**src/rtl/mult_div_unit_pkg.sv**
```systemverilog
// Shared CPU definitions for the HI/LO multiply/divide unit:
// operand width, opType encodings and controller state constants.
package mult_div_unit_pkg;

    localparam int WIDTH = 32;

    // opType comes straight from funct[1:0] of the mult/div instructions
    localparam logic [1:0] MD_MULT  = 2'b00;
    localparam logic [1:0] MD_MULTU = 2'b01;
    localparam logic [1:0] MD_DIV   = 2'b10;
    localparam logic [1:0] MD_DIVU  = 2'b11;

    typedef enum logic [1:0] {
        S_IDLE = 2'd0,
        S_RUN  = 2'd1,
        S_FIX  = 2'd2
    } md_state_t;

endpackage

```
**src/rtl/md_negate.sv**
```systemverilog
// Conditional two's-complement: passes the input through, or returns
// ~data + cin. With cin=1 this is a plain negate; chaining cin lets two
// instances negate a double-width value (low half first).
module md_negate #(
    parameter int W = 32
) (
    input  logic         i_neg,
    input  logic         i_cin,
    input  logic [W-1:0] i_data,
    output logic [W-1:0] o_data
);

    assign o_data = i_neg ? (~i_data + {{(W-1){1'b0}}, i_cin}) : i_data;

endmodule

```
**src/rtl/mult_div_unit.sv**
```systemverilog
// Iterative HI/LO multiply/divide unit for the EX stage.
// Operands are converted to magnitudes at load, RUN performs one
// shift-add (multiply) or restoring-subtract (divide) step per cycle on a
// shared double-width accumulator, and FIX restores the result signs and
// writes HI/LO. mthi/mtlo write HI/LO directly while the unit is idle.
module mult_div_unit #(
    parameter int WIDTH = mult_div_unit_pkg::WIDTH,
    parameter int ITER  = WIDTH
) (
    input  logic             clk,
    input  logic             reset,
    input  logic             start,
    input  logic [1:0]       opType,
    input  logic [WIDTH-1:0] srcA,
    input  logic [WIDTH-1:0] srcB,
    input  logic             mthi,
    input  logic             mtlo,
    input  logic [WIDTH-1:0] wrData,
    output logic [WIDTH-1:0] hi,
    output logic [WIDTH-1:0] lo,
    output logic             busy,
    output logic             done
);

    import mult_div_unit_pkg::*;

    localparam int CNT_W = $clog2(ITER);
    localparam logic [CNT_W-1:0] CNT_LAST = CNT_W'(ITER - 1);

    md_state_t          r_state;
    md_state_t          w_next;
    logic               w_load;
    logic               w_step;
    logic               w_fin;
    logic [CNT_W-1:0]   r_cnt;

    // Accumulator: multiply keeps {partial product, remaining multiplier};
    // divide keeps {partial remainder, dividend/quotient bits}.
    logic [2*WIDTH-1:0] r_acc;
    logic [WIDTH-1:0]   r_opnd;      // multiplicand or divisor magnitude
    logic               r_is_div;
    logic               r_sgn_q;     // product sign, or quotient sign
    logic               r_sgn_r;     // remainder sign (dividend sign)
    logic               r_dz;        // divisor was zero
    logic [WIDTH-1:0]   r_hi;
    logic [WIDTH-1:0]   r_lo;
    logic               r_done;

    // Load-time decode and operand magnitudes
    logic               w_is_div;
    logic               w_signed;
    logic               w_sign_a;
    logic               w_sign_b;
    logic [WIDTH-1:0]   w_abs_a;
    logic [WIDTH-1:0]   w_abs_b;

    assign w_is_div = (opType == MD_DIV) || (opType == MD_DIVU);
    assign w_signed = (opType == MD_MULT) || (opType == MD_DIV);
    assign w_sign_a = w_signed & srcA[WIDTH-1];
    assign w_sign_b = w_signed & srcB[WIDTH-1];

    // 0x80000000 negates to itself and is then read as an unsigned magnitude
    md_negate #(.W(WIDTH)) u_abs_a (
        .i_neg  (w_sign_a),
        .i_cin  (1'b1),
        .i_data (srcA),
        .o_data (w_abs_a)
    );

    md_negate #(.W(WIDTH)) u_abs_b (
        .i_neg  (w_sign_b),
        .i_cin  (1'b1),
        .i_data (srcB),
        .o_data (w_abs_b)
    );

    // One iteration of either algorithm
    logic [WIDTH:0]     w_part;
    logic               w_ge;
    logic [WIDTH-1:0]   w_sub;
    logic [WIDTH:0]     w_sum;
    logic [2*WIDTH-1:0] w_acc_step;

    // Restoring divide: shift in the next dividend bit, subtract if it fits.
    // The difference is always below the divisor, so WIDTH bits hold it.
    assign w_part = r_acc[2*WIDTH-1:WIDTH-1];
    assign w_ge   = (w_part >= {1'b0, r_opnd});
    assign w_sub  = w_part[WIDTH-1:0] - r_opnd;

    // Shift-add multiply: add multiplicand into the upper half when the
    // current multiplier LSB is set, then shift the whole word right.
    assign w_sum  = {1'b0, r_acc[2*WIDTH-1:WIDTH]} +
                    (r_acc[0] ? {1'b0, r_opnd} : {(WIDTH+1){1'b0}});

    assign w_acc_step = r_is_div
        ? {(w_ge ? w_sub : w_part[WIDTH-1:0]), r_acc[WIDTH-2:0], w_ge}
        : {w_sum, r_acc[WIDTH-1:1]};

    // Sign restoration in FIX
    logic               w_neg_lo;
    logic               w_neg_hi;
    logic               w_cin_hi;
    logic [WIDTH-1:0]   w_fix_lo;
    logic [WIDTH-1:0]   w_fix_hi;

    // A zero divisor leaves the all-ones quotient untouched; the remainder
    // (|dividend|) is still re-signed so HI returns the original dividend.
    assign w_neg_lo = r_is_div ? (r_sgn_q & ~r_dz) : r_sgn_q;
    assign w_neg_hi = r_is_div ? r_sgn_r : r_sgn_q;
    // For a 64-bit product negate, the +1 carries into HI only if LO is zero
    assign w_cin_hi = r_is_div ? 1'b1 : (r_acc[WIDTH-1:0] == {WIDTH{1'b0}});

    md_negate #(.W(WIDTH)) u_fix_lo (
        .i_neg  (w_neg_lo),
        .i_cin  (1'b1),
        .i_data (r_acc[WIDTH-1:0]),
        .o_data (w_fix_lo)
    );

    md_negate #(.W(WIDTH)) u_fix_hi (
        .i_neg  (w_neg_hi),
        .i_cin  (w_cin_hi),
        .i_data (r_acc[2*WIDTH-1:WIDTH]),
        .o_data (w_fix_hi)
    );

    // Controller state register
    always_ff @(posedge clk) begin
        if (reset) r_state <= S_IDLE;
        else       r_state <= w_next;
    end

    // Next-state and per-state control strobes
    always_comb begin
        w_next = r_state;
        w_load = 1'b0;
        w_step = 1'b0;
        w_fin  = 1'b0;
        case (r_state)
            S_IDLE: begin
                if (start) begin
                    w_next = S_RUN;
                    w_load = 1'b1;
                end
            end
            S_RUN: begin
                w_step = 1'b1;
                if (r_cnt == CNT_LAST) w_next = S_FIX;
            end
            S_FIX: begin
                w_fin  = 1'b1;
                w_next = S_IDLE;
            end
            default: w_next = S_IDLE;
        endcase
    end

    // Iteration counter: cleared at load, one count per RUN cycle
    always_ff @(posedge clk) begin
        if (reset)       r_cnt <= '0;
        else if (w_load) r_cnt <= '0;
        else if (w_step) r_cnt <= r_cnt + 1'b1;
    end

    // Datapath: latch magnitudes and sign flags at load, iterate in RUN
    always_ff @(posedge clk) begin
        if (w_load) begin
            r_acc    <= w_is_div ? {{WIDTH{1'b0}}, w_abs_a} : {{WIDTH{1'b0}}, w_abs_b};
            r_opnd   <= w_is_div ? w_abs_b : w_abs_a;
            r_is_div <= w_is_div;
            r_sgn_q  <= w_sign_a ^ w_sign_b;
            r_sgn_r  <= w_sign_a;
            r_dz     <= (srcB == {WIDTH{1'b0}});
        end else if (w_step) begin
            r_acc    <= w_acc_step;
        end
    end

    // HI/LO: operation result in FIX, else idle moves unless start wins
    always_ff @(posedge clk) begin
        if (reset) begin
            r_hi <= '0;
            r_lo <= '0;
        end else if (w_fin) begin
            r_hi <= w_fix_hi;
            r_lo <= w_fix_lo;
        end else if ((r_state == S_IDLE) && !start) begin
            if (mthi) r_hi <= wrData;
            if (mtlo) r_lo <= wrData;
        end
    end

    // Completion pulse, coincident with the HI/LO update
    always_ff @(posedge clk) begin
        if (reset) r_done <= 1'b0;
        else       r_done <= w_fin;
    end

    assign hi   = r_hi;
    assign lo   = r_lo;
    assign busy = (r_state != S_IDLE);
    assign done = r_done;

endmodule
```
**config.mk**
```make
export PLATFORM = sky130hd
export DESIGN_NAME = mult_div_unit
export DESIGN_NICKNAME = d
export VERILOG_FILES = /design/src/rtl/mult_div_unit_pkg.sv /design/src/rtl/md_negate.sv /design/src/rtl/mult_div_unit.sv
export SDC_FILE = /design/constraint.sdc
export NUM_CORES = 1
export LEC_CHECK = 0
export BUFFER_PORTS_ARGS = -buffer_cell sky130_fd_sc_hd__buf_2
export CAP_MARGIN = 20
export CORE_MARGIN = 2
export CORE_UTILIZATION = 39
export CTS_BUF_LIST = sky130_fd_sc_hd__clkbuf_16
export DETAILED_ROUTE_END_ITERATION = 12
export GPL_TIMING_DRIVEN = 0
export HOLD_SLACK_MARGIN = 0.12
export REMOVE_ABC_BUFFERS = 1
export SLEW_MARGIN = 25
export SYNTH_ARGS = -nofsm -noshare
export SYNTH_HDL_FRONTEND = slang
export SYNTH_SLANG_ARGS = --single-unit
```
**constraint.sdc**
```tcl
create_clock -name clk -period 5.1 [get_ports clk]
set_input_delay 1.02 -clock clk [delete_from_list [all_inputs] [get_ports clk]]
set_output_delay 1.02 -clock clk [all_outputs]
set_load 0.005 [all_outputs]
```
==> impl_results.md, run 1 <==
* Status: complete, no violations
* Fmax at 0.209 GHz
* Total track usage at 23.3%
* Vert. Die Dim at 197 um
* Area growth syn-to-layout at 14.5%
* Row cnt at 70
* Routed WL per cell at between 15 and 20 um
* CTS Buffer Depth at 2
* Yosys warning count at 0
* Fillcell total at 3685
* Setup TNS at 0 ns
* Post-route cell area at around 0.017 sq mm
* Clock sink count at 172
* Placed cell count at roughly 2300
* Ys flop type: edfxtp_1
* Final Hold Fails at 0
* Top cells by area, synth: edfxtp_1 (21%), dfxtp_1 (9.9%), mux2i_1 (6.5%)
* CTS tree: built
* Layout cell share with drive strength beyond 1 at 14.4%
* Non-Filler Instances at 2379
* Crit-path max FO at 5
* CP startpoint kind: register
* Sequential share of the synthesized area at a little under a third
* Max-Cap Viols at 0
* Cts hold-fix bufs at 0
* Final worst setup slack at 0.309 ns
* Final setup fails at 0
* Critical Path Sink Type: register
* Total CTS buffers at 17
* R2R cell count at 17
* Power per cell area at 385 mW/mm^2
* Yosys top cell by area: edfxtp_1
* FF-to-FF End: hi[28]
* Antenna cells at 0
* Cell count after synthesis at 1789
* Starting DRT DRC Count at 900
* Cell variety after synth at 78
* Flip-flop and latch area at 0.00444 sq mm
* Unrepaired setup endpoints after global routing: false
* Total power at 6.43 mW
* Clock transition at path regs at 0.07 ns
* DR DRC count at 0
* Min-Delay Endpoint: hi[30]
* Detail Placement HPWL at 35700 um
* Vias in the first global route at around 12000
* Most common cell in the netlist: nor2_1
* WL final at about 46000 um
* Utilization after layout at 45.5%
* Core Area at 0.0367 sq mm
* Max-slew violations at 0
* Worst vdd ir at about 0.19 mV
* Async S/R FF share, synth at 0%
* Die area at 0.0389 sq mm
* Initial Utilization at 39.7%
* Grt ovf at 0
* Post-synth top area share at 20.6%
* First-pass GRT wire length at 70500 um
* H-tree levels at 4
* Lkg Pwr at 6.89 nW
* Worst hold path type: register to register
* Mapped Avg Cell Area at 8.15 sq um
* Largest net degree at the start of global routing at 73
* Drt first pass iters at 5
* Area of the mapped netlist at 0.0146 sq mm
* Min-delay src: hi[30]
* Multi-input gate area at 0.00958 sq mm
* CTS Root Cell: clkbuf_16
* Worst setup path start: r_acc[9]
* Number of flops mapped to enable cells by yosys at 100
* Antenna viol nets, final at 0
* Nets at 2074
* Critical path type: register to register
* Critical Path AT at just over 5 ns
* Tmin final at around 4.8 ns
* Post-DP Area at 0.0160 sq mm
* Worst Hold Depth at 2
* Reg-to-reg slack, setup at 0.31 ns
* Pre-CTS setup slack at -1.65 ns
* Detailed-route via count at 13582
* Antenna violations before repair at 1
* Reg2reg start: r_acc[9]
* Period utilization at 93.9%
* RD Place Congestion at 0.891
* Die W at 197 um
* Vias/cell at 5.71
* Worst Skew at 0.0105 ns
* Top post-synthesis cells by count: nor2_1 (238), a21oi_1 (189), nand2_1 (139)
* PortBufs at 168
* IO Count at 169
* Slew @ Worst Pin at 0.933 ns
* Max_slew headroom at 37.7%
* Worst hold margin at between 0.4 and 0.5 ns
* Worst-Skew Late Latency at 0.45 ns
* Worst EP required at 5.46 ns
* Synthesis-stage register bit count at 172
-- critical path: stages (launching register included) --
cell      delay [ns]
edfxtp_1        0.46
or4_4           0.59
nor4_2          0.21
and3b_2         0.29
nand2_1         0.10
or4_4           0.55
o41ai_4         0.36
ha_2            0.31
ha_2            0.24
nand4b_1        0.10
buf_4           0.19
nor2_2          0.20
and2_1          0.21
nand2_1         0.14
o21ai_0         0.23
xor2_1          0.10
a211o_1         0.30
a21oi_1         0.13
-- registers in the layout (all words and copies together), names as in the netlist --
register	flops
hi	32
r_sgn_q	1
done	1
r_dz	1
r_state	2
lo	32
r_is_div	1
r_opnd	32
r_sgn_r	1
r_cnt	5
r_acc	64
-- how the worst max path moves through the flow --
stage	to	slack, ns	depth (start not counted)
4_1_cts	hi[30]	0.02	16
3_5_place_dp	hi[31]	-1.65	17
3_3_place_gp	hi[31]	-2.75	12
2_1_floorplan	hi[31]	0.26	12
5_1_grt	hi[28]	0.004	17
6_report	hi[28]	0.31	17
-- power breakdown --
group	total, mW	leakage (nW)	switching [mW]	internal, mW
Combinational	3.11	5.02	1.87	1.24
Sequential	2.02	1.59	0.302	1.72
Clock	1.31	0.281	0.627	0.681
Total	6.43	6.89	2.80	3.63
-- cells in the final DEF, fill, tap and decap left out, types with 12 or more instances in the layout --
cell type	netlist	routed
edfxtp_1	100	100
xnor2_1	83	83
o21ai_0	95	95
mux2i_1	95	94
ha_1	71	69
nand2_1	139	138
a211oi_1	52	52
clkbuf_16	0	17
dfxtp_1	72	72
xor2_1	73	73
or3_1	23	23
a21oi_1	189	189
nand2b_1	13	13
o31ai_1	17	17
buf_2	6	166
o21a_1	16	16
and3_1	12	12
a21o_1	27	27
nor3_1	40	40
nand3_1	30	29
o211ai_1	13	13
inv_1	76	74
a311oi_1	31	31
nand4_1	13	13
nor2_1	238	235
-- kinds of logic (layout without fill, tap and decap cells) --
family                   count (synthesis)  count (layout)  share of synthesized area, %
flip-flops                             172             172                          30.5
adder cells (fa/ha/maj)                 73              73                          6.37
XOR/XNOR                               156             156                          9.37
multiplexers                            97              97                          6.68
AND/OR/NAND/NOR                        583             583                          18.9
buffers and inverters                  175             297                          4.58
AO/OA/AOI/OAI                          533             533                          23.6
-- layer usage --
metal	vias up	GRT usage [%]	share of wire, %
met5	-	0	0
met4	0	5.93	1.7
met3	37	2.94	5.8
met2	421	35.3	43
met1	6373	34.8	50
li1	6751	-	-
-- repair_timing --
item | in CTS | in global routing
pin swaps | 0 | 1
setup endpoints to repair | 31 | 4
buffers inserted | 4 | 1
resized for setup | 6 | 5
gates cloned | 1 | 0
-- final cells by class --
class                   count  area share [%]
repair buffers            188            7.33
inverters                  76            1.76
clock buffers              17            2.55
well taps                 468            3.51
flip-flops and latches    172            26.6
clock inverters            15           0.802
multi-input cells        1442            57.4
repair inverters            1          0.0300
No activity file was read; power rests on OpenSTA's default activity.
==> inputs of run 2 (changes only) <==
Settings changed: BUFFER_PORTS_ARGS -buffer_cell sky130_fd_sc_hd__buf_2 to -buffer_cell sky130_fd_sc_hd__buf_4, RECOVER_POWER set to 100.
==> run 2 against run 1 <==
Sequential power about the same. Highest routed layer is now met5. Routed wire length up 1.8%. Clock power grew 3%. The run now ends with max-capacitance violations, max-slew violations left.
==> impl_results.md, run 2 (synthesis gave the netlist of run 1 again) <==
* Pre-CTS setup slack at -1.63 ns
* Vert. Die Dim at between 150 and 200 um
* IO Count at 169
* RD Place Congestion at 0.903
* Antenna cells at 0
* Row cnt at 70
* Lkg Pwr at 6.88 nW
* Largest net degree at the start of global routing at 73
* Crit-path max FO at 5
* Area growth syn-to-layout at 16.4%
* Worst EP required at about 5.5 ns
* Period utilization at between 90% and 100%
* Fmax at 0.204 GHz
* Pint at 3.72 mW
* Critical path type: register to register
* Total CTS buffers at 17
* Setup TNS at 0 ns
* Total track usage at between 20% and 30%
* Clock transition at path regs at 0.07 ns
* Cts hold-fix bufs at 0
* Placed cell count at 2340
* Drt first pass iters at 6
* Worst-Skew Late Latency at 0.46 ns
* Worst hold path type: register to register
* Core Area at 0.0367 sq mm
* Nets at 2074
* Critical path, cell by cell: or3_1 > nor3b_4 > and3b_2 > nand2_1 > or4_4 > o41ai_4 > ha_2 > ha_2 > nand4b_1 > buf_4 > nor2_2 > and2_1 > nand2_1 > o21ai_0 > xor2_1 > a211o_1 > a21oi_1
* Crit path buffers/inverters at 1
* DR DRC count at 0
* Antenna viol nets, final at 0
* Die area at 0.0389 sq mm
* Antenna violations before repair at 4
* CTS Root Cell: clkbuf_16
* Final worst setup slack at ~0.2 ns
* Die W at 197 um
* Final Hold Fails at 0
* Routed WL per cell at roughly 20 um
* CP startpoint kind: register
* Clock share of power at 20.8%
* Commonest non-fill, non-tap cells in the layout: nor2_1 (235), a21oi_1 (190), nand2_1 (138)
* Detail Placement HPWL at 36200 um
* PortBufs at between 150 and 200
* Commonest non-fill, non-tap cell in the layout: nor2_1
* Final setup fails at 0
* WL final at 46700 um
* Combinational power share at 47.9%
* Critical Path Sink Type: register
* Top reg by flops: r_acc
* H-tree levels at 4
* Power share of the sequential group at 31.2%
* Starting DRT DRC Count at 1075
* Power per cell area at 382 mW/mm^2
* First-pass GRT wire length at between 70000 and 80000 um
* Vias/cell at 5.67
* Worst hold margin at 0.452 ns
* Layout cell share with drive strength beyond 1 at 13.4%
* CTS tree: built
* Slowest stage delay, CP at 0.55 ns
* Switch share at a little over two fifths
* Worst vdd ir at 0.211 mV
* Max-Cap Viols at 1
* Failing checks: max-capacitance violations, max-slew violations
* Max reg flops at 64
* Post-DP Area at 0.0164 sq mm
* Switching power at approximately 2.8 mW
* Max-slew violations at 70
* Slew @ Worst Pin at ~4.2 ns
* Max_slew headroom at -177%
* Worst Skew at 0.0143 ns
* Post-route cell area at 0.0170 sq mm
* Status: finished with violations
* Critical Path AT at 5.28 ns
* Slowest CP cell: or4_4
* Vias in the first global route at ~13000
* Tmin final at 4.91 ns
* CTS Buffer Depth at 2
* Clock sink count at 172
* Detailed-route via count at 13497
* Non-Filler Instances at 2379
* Cell family with most CP delay: simple AND/OR/NAND/NOR gates
* Grt ovf at 0
* Initial Utilization at 39.7%
[run 2: final cells by class]
class	instances	area, sq um
clock buffers	17	425
clock inverters	15	158
fillers	3663	19700
inverters	76	292
multi-input cells	1442	9560
flip-flops and latches	172	4440
well taps	468	586
repair buffers	188	1510
repair inverters	1	5.00
[run 2: metal layers]
layer  vias to the layer above  routed length (um)  global-route usage, %
li1                       6750                   -                      -
met1                      6265               23000                   34.3
met2                       427               19800                   36.2
met3                        49                2850                   4.17
met4                         6                 993                   6.96
met5                         -                  34                      0
[run 2: worst reg2reg max path, cell delays in order, from the launching register on]
cell	delay [ns]
edfxtp_1	0.46
or3_1	0.46
nor3b_4	0.30
and3b_2	0.29
nand2_1	0.11
or4_4	0.55
o41ai_4	0.45
ha_2	0.31
ha_2	0.25
nand4b_1	0.11
buf_4	0.19
nor2_2	0.20
and2_1	0.21
nand2_1	0.14
o21ai_0	0.24
xor2_1	0.13
a211o_1	0.30
a21oi_1	0.12
[run 2: repair_timing]
item                       CTS  global route
buffers inserted             4             2
setup endpoints to repair   31             4
gates resized for setup      6             6
pin swaps                    0             2
gates cloned                 1             0
[run 2: worst paths after layout]
kind                                from      to  slack [ns]  depth (start not counted)
worst max-delay path            r_acc[3]  hi[30]        0.19                         17
worst min-delay path              hi[28]  hi[28]        0.45                          2
worst max register to register  r_acc[3]  hi[30]        0.19                         17
worst min register to register    hi[28]  hi[28]        0.45                          2
[run 2: power by group through the flow]
stage | combinational, mW | clock [mW] | sequential [mW]
global placement | 2.99 | 0 | 2.05
detailed placement | 3.04 | 0 | 2.04
finish | 3.11 | 1.35 | 2.03
global route | 3.42 | 1.43 | 2.05
floorplan | 2.19 | 0 | 1.94
CTS | 3.07 | 1.38 | 2.01
[run 2: metrics by stage]
step	utilization (%)	total power [mW]
after floorplan	-	4.13
after global placement	43.7	5.04
after CTS	46.5	6.47
after detailed placement	44.7	5.08
final	46.3	6.49
after global routing	46.3	6.90
